`config.mk`:
```
export PLATFORM = sky130hd
export DESIGN_NAME = imem_loader
export DESIGN_NICKNAME = d
export VERILOG_FILES = /design/src/rtl/imem_loader.sv
export SDC_FILE = /design/constraint.sdc
export NUM_CORES = 1
export LEC_CHECK = 0
export ABC_AREA = 1
export CAP_MARGIN = 20
export CORE_MARGIN = 3
export CORE_UTILIZATION = 40
export CTS_CLUSTER_SIZE = 10
export DETAILED_ROUTE_END_ITERATION = 10
export SLEW_MARGIN = 20
export SYNTH_ARGS = -nofsm -noshare
export SYNTH_HDL_FRONTEND = slang
export SYNTH_SLANG_ARGS = --single-unit
export TNS_END_PERCENT = 50
```
`constraint.sdc`:
```
create_clock -name clk -period 1.6 [get_ports clk]
set_clock_uncertainty 0.05 [all_clocks]
set_input_delay 0.32 -clock clk [delete_from_list [all_inputs] [get_ports clk]]
set_output_delay 0.32 -clock clk [all_outputs]
set_load 0.1 [all_outputs]
```
`src/rtl/imem_loader.sv`:
```
// imem_loader: parses a framed byte stream (sync, length, big-endian words, XOR checksum)
// into instruction memory writes and holds the core until a frame checks out.
module imem_loader #(
   parameter logic [7:0] SYNC = 8'hA5,
   parameter int         AW   = 9,
   parameter int         DW   = 32
) (
   input  logic          clk,
   input  logic          rst,
   input  logic          in_valid,
   input  logic [7:0]    in_data,
   output logic          in_ready,
   output logic          imem_we,
   output logic [AW-1:0] imem_addr,
   output logic [DW-1:0] imem_wdata,
   output logic          cpu_hold,
   output logic          done,
   output logic          err
);
   typedef enum logic [2:0] {IDLE, LEN0, LEN1, DATA, CSUM} state_t;
   state_t          state_q, state_d;
   logic [AW-1:0]   cnt_q, cnt_d, idx_q, idx_d, addr_q, addr_d;
   logic [1:0]      bcnt_q, bcnt_d;
   logic [DW-9:0]   word_q, word_d;
   logic [7:0]      acc_q, acc_d;
   logic [DW-1:0]   wdata_q, wdata_d;
   logic            ready_q, we_q, we_d, hold_q, hold_d, done_q, done_d, err_q, err_d;
   logic            xfer;
   assign xfer       = in_valid & ready_q;
   assign in_ready   = ready_q;
   assign imem_we    = we_q;
   assign imem_addr  = addr_q;
   assign imem_wdata = wdata_q;
   assign cpu_hold   = hold_q;
   assign done       = done_q;
   assign err        = err_q;
   always_comb begin
      state_d = state_q;
      cnt_d   = cnt_q;
      idx_d   = idx_q;
      bcnt_d  = bcnt_q;
      word_d  = word_q;
      acc_d   = acc_q;
      addr_d  = addr_q;
      wdata_d = wdata_q;
      hold_d  = hold_q;
      err_d   = err_q;
      we_d    = 1'b0;
      done_d  = 1'b0;
      if (xfer) begin
         case (state_q)
            IDLE: if (in_data == SYNC) begin
               state_d = LEN0;
               hold_d  = 1'b1;
               err_d   = 1'b0;
               acc_d   = '0;
               idx_d   = '0;
               bcnt_d  = '0;
            end
            LEN0: begin
               cnt_d[7:0] = in_data;
               state_d    = LEN1;
            end
            LEN1: begin
               cnt_d[8] = in_data[0];
               state_d  = DATA;
            end
            DATA: begin
               acc_d  = acc_q ^ in_data;
               bcnt_d = bcnt_q + 2'd1;
               word_d = {word_q[DW-17:0], in_data};
               if (bcnt_q == 2'd3) begin
                  we_d    = 1'b1;
                  addr_d  = idx_q;
                  wdata_d = {word_q, in_data};
                  idx_d   = idx_q + 1'b1;
                  state_d = (idx_q == cnt_q) ? CSUM : DATA;
               end
            end
            CSUM: begin
               done_d  = (in_data == acc_q);
               err_d   = (in_data != acc_q);
               hold_d  = (in_data != acc_q);
               state_d = IDLE;
            end
            default: state_d = IDLE;
         endcase
      end
   end
   always_ff @(posedge clk) begin
      if (rst) begin
         state_q <= IDLE;
         cnt_q   <= '0;
         idx_q   <= '0;
         bcnt_q  <= '0;
         word_q  <= '0;
         acc_q   <= '0;
         addr_q  <= '0;
         wdata_q <= '0;
         ready_q <= 1'b0;
         we_q    <= 1'b0;
         hold_q  <= 1'b1;
         done_q  <= 1'b0;
         err_q   <= 1'b0;
      end else begin
         state_q <= state_d;
         cnt_q   <= cnt_d;
         idx_q   <= idx_d;
         bcnt_q  <= bcnt_d;
         word_q  <= word_d;
         acc_q   <= acc_d;
         addr_q  <= addr_d;
         wdata_q <= wdata_d;
         ready_q <= 1'b1;
         we_q    <= we_d;
         hold_q  <= hold_d;
         done_q  <= done_d;
         err_q   <= err_d;
      end
   end
endmodule
```
==> impl_metrics.csv <==
group,metric,value,unit
global_route,grt_usage,18.7,%
power_and_ir_drop,pwr_density_cell,737,nW/um^2
drt,via_count,3711,
place,place_congestion,0.877,
timing,rsz0062_at_grt,"yes",
critical_path,critical_path_class,"input pin to flip-flop",
layout,drive_above_1_share,22.5,%
synthesis,synthFlopType,"dfxtp_1",
min_path,hp-class,"input pin to flip-flop",
synthesis,syn_inst,533,
timing,clock.fmax,654,MHz
power_and_ir_drop,ir_worst_vdd,0.000630,V
floorplanning,num_rows,36,
drt,routedWlPerCell,13.7,microns
floorplanning,io_pins,57,
layout,design_area,5830,sq um
drt,first_iter_violations,150,
critical_path,cp.arrival,1.79,ns
timing,fin_crit_sh,95.6,%
critical_path,cp_max_fo,6,
place,io_buffer_count,56,
layout,layout.area.seq,2030,sq um
critical_path,r2r_end,"word_q[15]$_SDFFE_PP0P_",
clocking,cts_root_buffer,"clkbuf_8",
layout,layout_common_cells,"nand2_1 (116), dfxtp_1 (96), nor2_1 (84)",
drt,ant_nets,0,
synthesis,synth_edf_count,0,
clocking,cts_max_path_buffers,2,
global_route,overflow,0,
run,maxCapViolations,0,
synthesis,async_reset_ff_share,0,%
floorplanning,chipHeight,107,microns
power_and_ir_drop,leakage,2.50,nW
synthesis,netlist_area,4070,sq um
min_path,hold_start,"in_data[4]",
drt,wl,10400,microns
layout,multi_input_area,1860,sq um
synthesis,ys_ff_latch,101,
critical_path,worstPathRequired,1.86,ns
layout,num-fill-cells,929,
place,post-place-ws,-0.472,ns
critical_path,rrSetupSlack,0.11,ns
floorplanning,initial_utilization,41.5,%
clocking,clock_latency,0.37,ns
timing,worst_slew_pin_slew,0.277,ns
critical_path,r2r_cells,8,
clocking,cts_sinks,101,
synthesis,yosys_warnings,0,
timing,hold_viol,0,
synthesis,synth.yosys.seq_area_share,49.7,%
drt,drtPass1Iterations,5,
place,place_inst,739,
synthesis,ys_types,34,
min_path,hold_depth,4,
timing,drv_slew,0,
place,place.detailed.hpwl,7600,microns
synthesis,syn_area_per_cell,7.64,sq um
floorplanning,die_w,107,microns
synthesis,synth_nets,546,
clocking,cts_buffers,9,
clocking,path_clk_slew,0.11,ns
min_path,min_to,"imem_wdata[4]$_SDFFE_PP0P_",
clocking,cts_tree,"done",
drt,via_per_inst,4.88,
clocking,h-tree-depth,3,
timing,fin_crit,1.53,ns
place,placed_area,5520,sq um
floorplanning,coreArea,9820,sq um
layout,final_common_cell,"nand2_1",
timing,setup_viol,0,
critical_path,worstSetupStartpointType,"input pin",
timing,fin_ws,0.0707,ns
global_route,grt_pass1_vias,3574,
floorplanning,dieArea,11400,sq um
timing,max_slew_margin,81.4,%
global_route,grt_max_degree,37,
timing,tns,0,ns
global_route,grt_pass1_wl,17100,microns
layout,fin_nets,635,
run_status,status,"complete, no violations",
global_route,antenna_found_initial,0,
layout,antennaDiodeCount,0,
layout,final_cells,760,
power_and_ir_drop,power,4.30,mW
drt,remaining_drc_errors,0,
layout,area_growth,43.3,%
critical_path,r2r_start,"state_q[2]$_SDFFE_PP0P_",
critical_path,end_kind,"flip-flop",
synth_stat cells (3+ instances only):
| library cell | instances | area share [%] |
|---|---|---|
| buf_4 | 4 | 0.74 |
| nand3_1 | 38 | 4.7 |
| a21oi_1 | 33 | 4.1 |
| o21ai_0 | 49 | 6.0 |
| buf_2 | 9 | 1.1 |
| nor2_1 | 85 | 7.8 |
| inv_1 | 28 | 2.6 |
| or2_0 | 3 | 0.46 |
| xor2_1 | 9 | 1.9 |
| inv_2 | 3 | 0.28 |
| nand2_1 | 117 | 11 |
| nand3_2 | 3 | 0.74 |
| xnor2_1 | 7 | 1.5 |
| clkbuf_1 | 9 | 0.83 |
| nor3_1 | 11 | 1.4 |
| dfxtp_1 | 101 | 50 |
stage by stage:
step           util, %  hold WS [ns]
2_1_floorplan        -         0.373
3_3_place_gp      56.2         0.402
3_5_place_dp      56.2         0.400
6_report          59.4         0.391
4_1_cts           58.2         0.413
5_1_grt           59.4         0.410
layer usage:
layer	vias up	GRT usage [%]	routed length (microns)
li1	1894	-	-
met1	1705	24.9	4790
met2	97	30.5	4940
met3	15	3.25	485
met4	0	6.76	184
met5	-	0	0
sequential cells by signal, summed over array words and instances (netlist names):
| register | count |
|---|---|
| idx_q | 9 |
| cnt_q | 9 |
| bcnt_q | 2 |
| word_q | 24 |
| err | 1 |
| done | 1 |
| cpu_hold | 1 |
| in_ready | 1 |
| state_q | 3 |
| imem_addr | 9 |
| imem_we | 1 |
| imem_wdata | 32 |
| acc_q | 8 |
logic make-up after synthesis:
group,share of synthesized area [%]
simple gates,28.4
flops,49.7
xor+xnor,3.44
fa+ha+maj,0.615
compound gates,11.3
buf+inv,6.55
power breakdown:
part           switching [mW]  internal (mW)  total [mW]  leakage [nW]
combinational           0.111         0.0834       0.194          1.59
sequential            0.00179           2.51        2.51         0.816
clock                   0.984          0.605        1.59        0.0953
critical path: stages:
cell and delay [ns]:
clkdlybuf4s50_1 0.53, nand2_1 0.08, nor3_2 0.10, nand2_1 0.11, nand2_4 0.13, nand3_4 0.13, buf_4 0.16, o21ai_2 0.09
inv_1 0.05, nor2_1 0.08
final cells by class:
| type | count | share of cell area [%] |
|---|---|---|
| Clock buffer | 9 | 2.12 |
| Multi-Input combinational cell | 374 | 31.8 |
| Sequential cell | 101 | 34.9 |
| Tap cell | 133 | 2.85 |
| Clock inverter | 7 | 1.14 |
| Timing Repair Buffer | 103 | 24.9 |
| Inverter | 33 | 2.27 |
what timing repair did:
action / 4_1_cts / 5_1_grt
setup buffers: 0 / 4
gates resized for setup: 2 / 19
gates cloned: 0 / 1
hold buffers: 0 / 0
endpoints found under the setup margin: 8 / 36
worst max path at each step:
| stage | from | to | slack, ns | cells after the start |
|---|---|---|---|---|
| floorplan | in_ready$_DFF_P_ | cnt_q[1]$_SDFFE_PP0P_ | 0.02 | 6 |
| detailed placement | in_data[2] | idx_q[3]$_SDFFE_PP0P_ | -0.47 | 10 |
| global placement | in_data[7] | idx_q[3]$_SDFFE_PP0P_ | -0.43 | 10 |
| global route | in_data[2] | idx_q[3]$_SDFFE_PP0P_ | -0.01 | 10 |
| finish | in_data[2] | idx_q[5]$_SDFFE_PP0P_ | 0.07 | 10 |
| CTS | in_valid | cnt_q[5]$_SDFFE_PP0P_ | 0.01 | 7 |
No activity file was read; power rests on OpenSTA's default activity.
